===== src/rtl/exec_ctrl_unit.sv =====
// RV32I control/execute: decodes op/func into datapath controls, runs the ALU, resolves PC-source selects.
// Latency 1 for all outputs except ext_op (combinational). No backpressure. Optional EXU_ILLEGAL_EN flags bad encodings.
module exec_ctrl_unit (
  input  logic        clk,
  input  logic        rst,
  input  logic [6:0]  op,
  input  logic [2:0]  func3,
  input  logic [6:0]  func7,
  input  logic [31:0] pc,
  input  logic [31:0] rs1_data,
  input  logic [31:0] rs2_data,
  input  logic [31:0] imm,
  output logic [2:0]  ext_op,
  output logic        reg_wr,
  output logic        mem_to_reg,
  output logic        mem_rd,
  output logic        mem_wr,
  output logic [2:0]  mem_op,
  output logic [31:0] alu_out,
  output logic        less,
  output logic        zero,
  output logic        pc_a_src,
  output logic        pc_b_src,
  output logic        illegal
);

  localparam logic [6:0] OP_LUI    = 7'b0110111;
  localparam logic [6:0] OP_AUIPC  = 7'b0010111;
  localparam logic [6:0] OP_JAL    = 7'b1101111;
  localparam logic [6:0] OP_JALR   = 7'b1100111;
  localparam logic [6:0] OP_BRANCH = 7'b1100011;
  localparam logic [6:0] OP_LOAD   = 7'b0000011;
  localparam logic [6:0] OP_STORE  = 7'b0100011;
  localparam logic [6:0] OP_IMM    = 7'b0010011;
  localparam logic [6:0] OP_REG    = 7'b0110011;

  localparam logic [3:0] ALU_ADD  = 4'b0000;
  localparam logic [3:0] ALU_SUB  = 4'b1000;
  localparam logic [3:0] ALU_SLL  = 4'b0001;
  localparam logic [3:0] ALU_SLT  = 4'b0010;
  localparam logic [3:0] ALU_SLTU = 4'b1010;
  localparam logic [3:0] ALU_CPYB = 4'b0011;
  localparam logic [3:0] ALU_XOR  = 4'b0100;
  localparam logic [3:0] ALU_SRL  = 4'b0101;
  localparam logic [3:0] ALU_SRA  = 4'b1101;
  localparam logic [3:0] ALU_OR   = 4'b0110;
  localparam logic [3:0] ALU_AND  = 4'b0111;

  localparam logic [2:0] BR_NONE = 3'b000;
  localparam logic [2:0] BR_JAL  = 3'b001;
  localparam logic [2:0] BR_JALR = 3'b010;
  localparam logic [2:0] BR_BEQ  = 3'b100;
  localparam logic [2:0] BR_BNE  = 3'b101;
  localparam logic [2:0] BR_BLT  = 3'b110;
  localparam logic [2:0] BR_BGE  = 3'b111;

  logic        a_src;
  logic [1:0]  b_src;
  logic [3:0]  alu_ctr;
  logic [3:0]  f3_ctr;
  logic [2:0]  branch;
  logic        reg_wr_c, mem_to_reg_c, mem_rd_c, mem_wr_c;
  logic [2:0]  mem_op_c;
  logic        known, bad_f7, ill_c, kill;
  logic [31:0] alu_a, alu_b, diff, alu_c;
  logic        lt_s, lt_u, less_c, zero_c, pc_a_c, pc_b_c;

  always_comb begin
    ext_op = 3'b000;
    case (op)
      OP_LUI, OP_AUIPC: ext_op = 3'b001;
      OP_STORE:         ext_op = 3'b010;
      OP_BRANCH:        ext_op = 3'b011;
      OP_JAL:           ext_op = 3'b100;
      default:          ext_op = 3'b000;
    endcase
  end

  // Shared func3 -> ALUctr map for op/op-imm; only srl/sra consults func7 here.
  always_comb begin
    f3_ctr = {1'b0, func3};
    case (func3)
      3'b000:  f3_ctr = ALU_ADD;
      3'b011:  f3_ctr = ALU_SLTU;
      3'b101:  f3_ctr = func7[5] ? ALU_SRA : ALU_SRL;
      default: f3_ctr = {1'b0, func3};
    endcase
  end

  always_comb begin
    a_src        = 1'b0;
    b_src        = 2'b00;
    alu_ctr      = ALU_ADD;
    branch       = BR_NONE;
    reg_wr_c     = 1'b0;
    mem_to_reg_c = 1'b0;
    mem_rd_c     = 1'b0;
    mem_wr_c     = 1'b0;
    mem_op_c     = 3'b000;
    known        = 1'b1;
    bad_f7       = 1'b0;
    case (op)
      OP_LUI: begin
        b_src = 2'b01; alu_ctr = ALU_CPYB; reg_wr_c = 1'b1;
      end
      OP_AUIPC: begin
        a_src = 1'b1; b_src = 2'b01; reg_wr_c = 1'b1;
      end
      OP_JAL: begin
        a_src = 1'b1; b_src = 2'b10; reg_wr_c = 1'b1; branch = BR_JAL;
      end
      OP_JALR: begin
        a_src = 1'b1; b_src = 2'b10; reg_wr_c = 1'b1; branch = BR_JALR;
      end
      OP_BRANCH: begin
        branch  = {1'b1, func3[2], func3[0]};
        alu_ctr = !func3[2] ? ALU_SUB : (func3[1] ? ALU_SLTU : ALU_SLT);
      end
      OP_LOAD: begin
        b_src = 2'b01; reg_wr_c = 1'b1; mem_to_reg_c = 1'b1; mem_rd_c = 1'b1; mem_op_c = func3;
      end
      OP_STORE: begin
        b_src = 2'b01; mem_wr_c = 1'b1; mem_op_c = func3;
      end
      OP_IMM: begin
        b_src    = 2'b01;
        alu_ctr  = f3_ctr;
        reg_wr_c = 1'b1;
        // func7 is immediate data except for the shift encodings
        bad_f7   = (func3 == 3'b001 && func7 != 7'b0000000) ||
                   (func3 == 3'b101 && func7 != 7'b0000000 && func7 != 7'b0100000);
      end
      OP_REG: begin
        alu_ctr  = (func3 == 3'b000) ? {func7[5], 3'b000} : f3_ctr;
        reg_wr_c = 1'b1;
        bad_f7   = !(func7 == 7'b0000000 ||
                     (func7 == 7'b0100000 && (func3 == 3'b000 || func3 == 3'b101)));
      end
      default: known = 1'b0;
    endcase
  end

`ifdef EXU_ILLEGAL_EN
  assign ill_c = !known || bad_f7;
`else
  logic unused_decode;
  assign unused_decode = ^{func7, bad_f7};
  assign ill_c = 1'b0;
`endif
  assign kill = !known || ill_c;

  always_comb begin
    alu_a = a_src ? pc : rs1_data;
    alu_b = 32'd4;
    case (b_src)
      2'b00:   alu_b = rs2_data;
      2'b01:   alu_b = imm;
      default: alu_b = 32'd4;
    endcase
  end

  assign diff   = alu_a - alu_b;
  assign lt_s   = $signed(alu_a) < $signed(alu_b);
  assign lt_u   = alu_a < alu_b;
  assign zero_c = (diff == 32'd0);
  assign less_c = (alu_ctr == ALU_SLTU) ? lt_u : lt_s;

  always_comb begin
    alu_c = 32'd0;
    case (alu_ctr)
      ALU_ADD:  alu_c = alu_a + alu_b;
      ALU_SUB:  alu_c = diff;
      ALU_SLL:  alu_c = alu_a << alu_b[4:0];
      ALU_SLT:  alu_c = {31'd0, lt_s};
      ALU_SLTU: alu_c = {31'd0, lt_u};
      ALU_CPYB: alu_c = alu_b;
      ALU_XOR:  alu_c = alu_a ^ alu_b;
      ALU_SRL:  alu_c = alu_a >> alu_b[4:0];
      ALU_SRA:  alu_c = $signed(alu_a) >>> alu_b[4:0];
      ALU_OR:   alu_c = alu_a | alu_b;
      ALU_AND:  alu_c = alu_a & alu_b;
      default:  alu_c = 32'd0;
    endcase
  end

  always_comb begin
    pc_a_c = 1'b0;
    pc_b_c = 1'b0;
    case (branch)
      BR_JAL:  pc_a_c = 1'b1;
      BR_JALR: begin pc_a_c = 1'b1; pc_b_c = 1'b1; end
      BR_BEQ:  pc_a_c = zero_c;
      BR_BNE:  pc_a_c = !zero_c;
      BR_BLT:  pc_a_c = less_c;
      BR_BGE:  pc_a_c = !less_c;
      default: pc_a_c = 1'b0;
    endcase
  end

  always_ff @(posedge clk) begin
    if (!rst || kill) begin
      reg_wr     <= 1'b0;
      mem_to_reg <= 1'b0;
      mem_rd     <= 1'b0;
      mem_wr     <= 1'b0;
      mem_op     <= 3'b000;
      alu_out    <= 32'd0;
      less       <= 1'b0;
      zero       <= 1'b0;
      pc_a_src   <= 1'b0;
      pc_b_src   <= 1'b0;
      illegal    <= rst && ill_c;
    end else begin
      reg_wr     <= reg_wr_c;
      mem_to_reg <= mem_to_reg_c;
      mem_rd     <= mem_rd_c;
      mem_wr     <= mem_wr_c;
      mem_op     <= mem_op_c;
      alu_out    <= alu_c;
      less       <= less_c;
      zero       <= zero_c;
      pc_a_src   <= pc_a_c;
      pc_b_src   <= pc_b_c;
      illegal    <= 1'b0;
    end
  end

endmodule


===== config.mk =====
export PLATFORM = sky130hd
export DESIGN_NAME = exec_ctrl_unit
export DESIGN_NICKNAME = d
export VERILOG_FILES = /design/src/rtl/exec_ctrl_unit.sv
export SDC_FILE = /design/constraint.sdc
export NUM_CORES = 1
export LEC_CHECK = 0
export ABC_AREA = 1
export BUFFER_PORTS_ARGS = -buffer_cell sky130_fd_sc_hd__buf_4
export CAP_MARGIN = 5
export CORE_MARGIN = 8
export CORE_UTILIZATION = 45
export DETAILED_ROUTE_END_ITERATION = 16
export GPL_TIMING_DRIVEN = 1
export HOLD_SLACK_MARGIN = 0.08
export PLACE_DENSITY = 0.72
export SLEW_MARGIN = 25
export SYNTH_ARGS = -nofsm -noshare
export SYNTH_HDL_FRONTEND = slang
export SYNTH_SLANG_ARGS = --single-unit

===== constraint.sdc =====
create_clock -name clk -period 6.8 [get_ports clk]
set_input_delay 1.02 -clock clk [delete_from_list [all_inputs] [get_ports clk]]
set_output_delay 1.02 -clock clk [all_outputs]
set_load 0.01 [all_outputs]

# Yosys cells after proc, flatten, opt, wreduce, memory -nomap -nowiden
# Index checks and enable logic that the tools add are counted.
word_totals:
  input_bits: 147
  out_inout_bits: 47
  register_bits: 42
  wordCells: 86
classes:
  n_reduce_logical: 18
  n_bitwise: 4
  n_eq_ne: 28
  shifts: 3
  n_mux: 20
  n_lt_le_gt_ge: 2
  n_addsub: 2
op_table:
  columns: ["cell", "count"]
  rows:
  - ["case mux 32 bit (11 select lines)", 1]
  - ["< comparator 32 bit", 2]
  - ["case mux 32 bit (2 select lines)", 1]
  - ["adder 32 bit", 1]
  - ["bitwise AND 32 bit", 1]
  - ["logical NOT 32 bit", 1]
  - ["2-to-1 mux 32 bit", 1]
  - ["bitwise OR 32 bit", 1]
  - ["<< shifter 32 x 5 -> 32 bit", 1]
  - ["right shift 32 x 5 -> 32 bit", 1]
  - [">>> shifter 32 x 5 -> 32 bit", 1]
  - ["subtractor 32 bit", 1]
  - ["XOR 32 bit", 1]
  - ["equality test 7 x 6 -> 1 bit (second input constant)", 3]
  - ["equality test 7 bit (second input constant)", 3]
  - ["equality test 4 x 3 -> 1 bit (second input constant)", 4]
  - ["2-to-1 mux 4 bit", 4]
  - ["case mux 4 bit (4 select lines)", 1]
  - ["equality test 3 bit (second input constant)", 5]
  - ["equality test 7 x 5 -> 1 bit (second input constant)", 2]
  - ["equality test 4 bit (second input constant)", 3]
  - ["case mux 3 bit (4 select lines)", 1]
  - ["case mux 4 bit (3 select lines)", 1]
  - ["OR reduction 2 bit", 5]
  - ["20 further kinds", 31]

# Longest topological paths before layout
# Gate-level depths: netlist (run 1).
depth:
  ltp_word: 9
  mapped_depth: 33
  mapped_depth_nobuf: 31

# Worst setup path before layout (run 1)
# OpenSTA, ideal clock, no wires.
synth_timing:
  path_kind: "input-to-reg"
  startpoint: "input op[1]"
  endpoint: "register alu_out[18]"
  arrival_ns: 4.039
  setup_time_ns: 0.110
  t_required_ns: 6.690
  path_stages: 29
  path_slack_ns: 2.652
  path_buffers: 2
  path_cell_list: "nand2_2 inv_2 nand2_2 inv_2 nand2_2 nand2_4 buf_6 buf_6 nand2_1 o21a_1 inv_1 ha_1 fa_1 nand2_1 nand2_1 nand2_1 nand2_1 a21boi_0 o21ai_0 nand2_1 nand2_1 o21ai_0 a21oi_1 nor2_1 nand2_1 inv_1 nand3_1 nand2_1 inv_1"
synth_via:
  elab_chain_len: 7
  word_cells_on_any_way: 43
  classes_between: "add/sub: 2; eq/ne: 20; shift: 3; mux: 7; bitwise: 3; reduce/logical: 8"
synth_rtl:
  columns: ["element", "line_no", "rtl"]
  rows:
  - ["start: declaration", "6", "input logic [6:0] op,"]
  - ["equality test 7 x 5 -> 1 bit, or another cell as far along", "102", "case (op)"]
  - ["OR reduction 5 bit (no source line) / OR reduction 2 bit (equally long branches)", null, null]
  - ["case mux 2 bit (2 select lines)", "102", null]
  - ["equality test 2 x 1 -> 1 bit / logical NOT 2 bit (equally long branches)", "155", "case (b_src)"]
  - ["case mux 32 bit (2 select lines)", "155", null]
  - ["subtractor 32 bit, or another cell as far along", "162", "assign diff = alu_a - alu_b;"]
  - ["case mux 32 bit (11 select lines)", "170", "case (alu_ctr)"]
  - ["end signal: assignment", "219", "alu_out <= alu_c;"]
  - ["end: declaration", "19", "output logic [31:0] alu_out,"]
# Parallel ways exist; a longest one is shown, timed or not.
# A chain may end at the register's enable or synchronous reset.

# Worst setup path in the final report (run 1)
layout_timing:
  startpoint: "input op[1]"
  endpoint: "register pc_a_src"
layout_via:
  elab_chain_len: 9
  word_cells_on_any_way: 40
  classes_between: "add/sub: 1; order compare: 2; eq/ne: 17; mux: 9; reduce/logical: 11"
layout_rtl:
  columns: ["element", "line_no", "rtl"]
  rows:
  - ["equality test 7 x 5 -> 1 bit, or another cell as far along", "102", null]
  - ["OR reduction 5 bit (no source line) / OR reduction 2 bit (equally long branches)", null, null]
  - ["case mux 2 bit (2 select lines)", "102", null]
  - ["equality test 2 x 1 -> 1 bit / logical NOT 2 bit (equally long branches)", "155", null]
  - ["case mux 32 bit (2 select lines)", "155", null]
  - ["subtractor 32 bit, or another cell as far along", "162", null]
  - ["logical NOT 32 bit / 2-to-1 mux 1 bit (equally long branches)", "165, 166", null]
  - ["logical NOT 1 bit, on equally long branches", "193, 195", null]
  - ["case mux 1 bit (5 select lines)", "189", "case (branch)"]
  - ["end signal: assignment", "222", "pc_a_src <= pc_a_c;"]
  - ["end: declaration", "22", "output logic pc_a_src,"]
# Parallel ways exist; a longest one is shown, timed or not.

==> metrics.yaml, run 1 <==
timing:
  drv_slew: 0
  whs_ps: 980
  worst_pin_slew_ps: 1160
  tns_ps: 0
  finalCriticalPeriod_ps: 5670
  relSlewSlack: 0.226
  fmaxAchievable_ghz: 0.176
  finalSetupViolCount: 0
  hold_viol: 0
  rsz0062_at_grt: "false"
  min_period_over_period: 0.834
critical_path:
  endpoint_kind: "register"
  critPathMaxStageDelay_ps: 600
  crit_path_max_fanout: 42
  setup.worst_path.start_class: "input port"
  worst_path_most_repeated_cell: "nand2_1"
  required_ps: 7030
  criticalPathCategory: "in2reg"
  crit_start: "op[1]"
  crit_arrival_ps: 5900
  slowest_stage: "nor3_1"
cts:
  cts_tree: "done"
  cts_hold_repair.buffers: 0
  cts-resized-gates: 0
  clock_path_buffers: 2
  cts_sinks: 42
  cts_setup_buffers: 0
  cts_htree_levels: 2
  cts_made_buffers: 5
  root_buffer: "clkbuf_16"
  clkSlewWorstSetupHoldPaths_ps: 90
detailed_routing:
  wirelength_um: 63900
  first_pass_iters: 8
  drc: 0
  ant_nets: 0
  drtIter0Drc: 2581
  vias: 17059
  via_per_inst: 5.90
  wl_per_cell_um: 22.1
min_path:
  min_path_type: "in2reg"
  hp-start: "func3[1]"
floorplanning:
  ioPinCount: 194
  fp-row-count: 61
  start_util: 0.453
  dieArea_um2: 33300
  chipHeight_um: 183
  fp.coreArea_um2: 27600
  fp.dieW_um: 183
global_routing:
  gr-total-overflow: 0
  grt_pass1_vias: 15870
  grt_pass1_wl_um: 94800
  grt_max_degree: 74
  antenna_found_initial: 1
  grt_usage: 0.370
yosys:
  synth_area_leaders: "nand2_1 (21%), nand3_1 (16%), ha_1 (9.7%)"
  syn_avg_cell_area_um2: 5.22
  ys_warn_count: 0
  yosys.area.top_type: "nand2_1"
  synth_top_area_frac: 0.206
  syn_area_um2: 12500
  synth_nets: 2636
  synthFlopType: "dfxtp_1"
  synth-seq-cells: 42
  synth_cell_types: 54
  async_flop_share: 0
  ys_seq_area_frac: 0.0673
  synth_edf_count: 0
  netlist_instances: 2390
cells_and_area:
  nFillCells: 3038
  finalNetCount: 2757
  area_delta_synth_final_pct: 13.6
  drive_above_1_share: 0.129
placement:
  io_buffers: 186
  place_congestion: 1.04
  hpwl_um: 51400
outcome:
  status: "completed"
power_and_ir_drop:
  irDropWorstVdd_mv: 0.0971
  power.density_nw_per_um2: 129
  p_leak_uw: 0.00772
flow_run:
  max_cap_violations: 0
power breakdown:
part           leakage [uW]  switching, uW  total [uW]  internal [uW]
Clock             0.0000704            142         282            139
Combinational       0.00731            904        1300            391
Sequential         0.000339           1.56         252            250
final timing paths:
check	end	cells after the start	slack, ps
worst min-delay path	mem_op[1]$_SDFF_PP0_	3	980
worst max-delay path	pc_a_src$_SDFF_PP0_	29	1130
placed cells by master (no fill, tap or decap), types with 2 or more instances in the layout:
| cell type | Yosys | final |
|---|---|---|
| a211oi_1 | 2 | 2 |
| a21boi_0 | 3 | 3 |
| a21o_1 | 4 | 4 |
| a21oi_1 | 122 | 122 |
| a31oi_1 | 3 | 3 |
| buf_4 | 18 | 222 |
| clkbuf_16 | 0 | 5 |
| clkinv_1 | 4 | 4 |
| dfxtp_1 | 42 | 42 |
| fa_1 | 2 | 2 |
| ha_1 | 97 | 97 |
| inv_1 | 320 | 320 |
| inv_2 | 23 | 23 |
| nand2_1 | 685 | 685 |
| nand2_2 | 18 | 18 |
| nand2_4 | 4 | 4 |
| nand3_1 | 388 | 388 |
| nand3_2 | 10 | 10 |
| nand3b_1 | 11 | 11 |
| nand4_1 | 33 | 33 |
| nor2_1 | 200 | 200 |
| nor2_2 | 10 | 10 |
| nor2_4 | 3 | 3 |
| nor3_1 | 31 | 31 |
| nor4_1 | 8 | 8 |
| o211ai_1 | 6 | 6 |
| o21a_1 | 13 | 13 |
| o21ai_0 | 86 | 86 |
| o21ai_1 | 29 | 29 |
| o21ai_2 | 14 | 13 |
| o21bai_1 | 9 | 9 |
| o221ai_1 | 5 | 5 |
| o22ai_1 | 60 | 60 |
| o22ai_4 | 1 | 2 |
| or2_2 | 5 | 5 |
| xor2_1 | 16 | 16 |
sequential cells by signal, indices dropped and copies added, names as in the netlist:
name,count
pc_b_src,1
mem_rd,1
zero,1
mem_op,3
pc_a_src,1
less,1
reg_wr,1
alu_out,32
mem_wr,1
area by class of cell:
type | instances | area [um^2] | share of cell area
clock buffer | 5 | 125 | 0.00882
tap | 378 | 473 | 0.0334
timing repair buffer | 222 | 1670 | 0.118
multi-input combinational | 1893 | 9740 | 0.687
clock inverter | 3 | 25.0 | 0.00176
antenna | 1 | 2.50 | 0.000176
sequential | 42 | 841 | 0.0593
inverter | 347 | 1300 | 0.0919
cell families (layout without fill, tap and decap cells):
kind of cell               after synthesis  after routing  synth area share
xor gates and xnor gates                16             16            0.0112
adders and majority gates               99             99             0.100
AOI/OAI and AO/OA                      365            365             0.170
and+or+nand+nor                       1412           1412             0.497
DFF                                     42             42            0.0673
other                                    1              2          0.000300
buffers and inverters                  455            577             0.154
through the flow:
stage | worst slack [ps] | total power (uW) | utilization | cell area [um^2] | instances
after floorplan | 2650 | 1080 | - | 12500 | 2390
after global placement | 1150 | 1500 | 0.509 | 14000 | 2882
after detailed placement | 1040 | 1500 | 0.509 | 14000 | 2882
after CTS | 1370 | 1780 | 0.515 | 14200 | 2890
after global routing | 949 | 1950 | 0.515 | 14200 | 2890
final | 1130 | 1830 | 0.515 | 14200 | 2891
synthesized netlist by cell type (4+ instances only):
cell type	number
nand2_1	685
buf_2	47
nand4_1	33
or2_2	5
nor2_1	200
o21ai_1	29
nand3_1	388
a21oi_1	122
nor2_2	10
inv_2	23
nand3b_1	11
buf_4	18
nand2_4	4
clkbuf_1	28
o21a_1	13
o22ai_1	60
a21o_1	4
nor4_1	8
buf_6	12
nand3_2	10
o21ai_2	14
o21bai_1	9
nor3_1	31
nand2_2	18
o21ai_0	86
dfxtp_1	42
ha_1	97
o211ai_1	6
clkinv_1	4
xor2_1	16
o221ai_1	5
inv_1	320
routing by layer:
metal  vias to the layer above  global-route usage  part of all wire
met2                      1204               0.543              0.40
met3                       196               0.102              0.13
met4                         0               0.219             0.064
met5                         -                   0                 0
li1                       8043                   -                 -
met1                      7616               0.475              0.40
critical path: cells and delay by family:
kind | cells | cell delay (ps)
simple gates | 20 | 3350
buf+inv | 7 | 740
compound gates | 1 | 230
fa+ha+maj | 1 | 500
(Power assumes the default switching activity.)
==> run 2, diff against run 1 <==
--- a/config.mk
+++ b/config.mk
@@ -13,7 +13,7 @@
 export DETAILED_ROUTE_END_ITERATION = 16
 export GPL_TIMING_DRIVEN = 1
 export HOLD_SLACK_MARGIN = 0.08
-export PLACE_DENSITY = 0.72
+export PLACE_DENSITY = 0.74
 export SLEW_MARGIN = 25
 export SYNTH_ARGS = -nofsm -noshare
 export SYNTH_HDL_FRONTEND = slang
==> constraint.sdc (replaced) <==
create_clock -name clk -period 4.9 [get_ports clk]
set_input_delay 0.735 -clock clk [delete_from_list [all_inputs] [get_ports clk]]
set_output_delay 0.735 -clock clk [all_outputs]
set_load 0.01 [all_outputs]
==> run 2 against run 1 <==
Net effect: wire length up 4.1%; power rose by 55%; clock power increased by 41%; sequential cell count did not move; count of clock-buffer cells in the layout unchanged; cell area is 11% higher; largest cell class unchanged.
==> metrics.yaml, run 2 (synthesized netlist as in run 1, its figures left out) <==
placement:
  place_congestion: 1.04
  hpwl_um: 54200
  placed_area_um2: 15600
  io_buffers: 186
cells_and_area:
  largestRegisters: "alu_out (32), mem_op (3)"
  area_delta_synth_final_pct: 26.3
  regMostFlops: "alu_out"
  nFillCells: 2926
  diodes: 0
  finalNetCount: 2962
  largest_reg_flops: 32
  drive_above_1_share: 0.195
  final_common_cell: "nand2_1"
  final_area_um2: 15800
  layout_common_cells: "nand2_1 (685), buf_4 (423), nand3_1 (388)"
critical_path:
  slowest_stage: "ha_1"
  criticalPathCategory: "in2reg"
  setup.worst_path.start_class: "input port"
  required_ps: 5100
  worst_path_most_repeated_cell: "nor2_1"
  critPathCapture: "alu_out[21]$_SDFF_PP0_"
  crit_path_max_fanout: 21
  crit_start: "op[1]"
  critPathMaxStageDelay_ps: 450
  crit_arrival_ps: 4830
  endpoint_kind: "register"
timing:
  drv_slew: 0
  worst_pin_slew_ps: 1080
  hold_viol: 0
  tns_ps: 0
  finalCriticalPeriod_ps: 4630
  finalSetupViolCount: 0
  relSlewSlack: 0.278
  rsz0062_at_grt: "false"
  fmaxAchievable_ghz: 0.216
  min_period_over_period: 0.944
outcome:
  status: "completed"
cts:
  root_buffer: "clkbuf_16"
  cts_htree_levels: 2
  clock_path_buffers: 2
  cts_tree: "done"
  clkSlewWorstSetupHoldPaths_ps: 90
  cts_setup_buffers: 0
  cts_made_buffers: 5
  cts_sinks: 42
global_routing:
  antenna_found_initial: 0
  grt_pass1_wl_um: 98100
  grt_pass1_vias: 16516
  grt_max_degree: 74
  grt_usage: 0.383
  gr-total-overflow: 0
power_and_ir_drop:
  irDropWorstVdd_mv: 0.134
  power.density_nw_per_um2: 180
  p_leak_uw: 0.00872
floorplanning:
  fp-row-count: 61
  ioPinCount: 194
  fp.dieW_um: 183
  start_util: 0.453
  fp.coreArea_um2: 27600
  dieArea_um2: 33300
  chipHeight_um: 183
detailed_routing:
  ant_nets: 0
  drc: 0
  wirelength_um: 66500
  wl_per_cell_um: 21.5
  vias: 17937
  drtIter0Drc: 2285
  via_per_inst: 5.80
  first_pass_iters: 6
flow_run:
  max_cap_violations: 0
min_path:
  min_path_type: "in2reg"
  hp-start: "func3[0]"
==> run 2: metal layers <==
| layer | routed length [um] | vias to the layer above | part of all wire | global-route usage |
|---|---|---|---|---|
| met5 | 0 | - | 0 | 0 |
| met4 | 5050 | 0 | 0.076 | 0.253 |
| met3 | 8580 | 246 | 0.13 | 0.106 |
| met2 | 26000 | 1265 | 0.39 | 0.548 |
| met1 | 26900 | 7981 | 0.40 | 0.495 |
| li1 | - | 8445 | - | - |
==> run 2: layout make-up <==
cell class | count | area (um^2) | area share
repair buffers | 427 | 3260 | 0.206
multi-input cells | 1893 | 9750 | 0.618
inverters | 347 | 1300 | 0.0826
flip-flops and latches | 42 | 841 | 0.0533
well taps | 378 | 473 | 0.0300
clock buffers | 5 | 125 | 0.00794
clock inverters | 3 | 23.8 | 0.00151
==> run 2: how the worst min path moves through the flow <==
stage | depth (start not counted) | to | slack [ps]
global route | 3 | mem_op[0]$_SDFF_PP0_ | 710
finish | 3 | mem_op[0]$_SDFF_PP0_ | 680
detailed placement | 3 | mem_op[0]$_SDFF_PP0_ | 1010
floorplan | 2 | mem_op[0]$_SDFF_PP0_ | 860
global placement | 3 | mem_op[0]$_SDFF_PP0_ | 1010
CTS | 3 | mem_op[0]$_SDFF_PP0_ | 670
==> run 2: stage by stage <==
stage                util  hold slack (ps)  total power [uW]  cells  worst slack, ps
floorplan               -              864              1490   2390             1040
global placement    0.567             1010              2360   3087              140
detailed placement  0.567             1010              2380   3087             56.0
CTS                 0.572              671              2770   3095              350
global route        0.572              707              3010   3095             23.1
finish              0.572              676              2840   3095              272
==> run 2: power by group <==
part / internal (uW) / leakage, uW / switching, uW
clock: 193 / 0.0000664 / 204
combinational: 773 / 0.00832 / 1320
sequential: 347 / 0.000339 / 2.41
total: 1310 / 0.00872 / 1530
==> run 2: worst max-delay path: cells and delay by family <==
family | cells | cell delay [ps]
and+or+nand+nor | 16 | 2060
buffers and inverters | 7 | 920
AOI/OAI and AO/OA | 2 | 630
adders and majority gates | 1 | 450
==> run 2: timing repair <==
action                     CTS  global route
gates resized for setup      0             2
hold buffers                 0             0
setup endpoints to repair    0             2
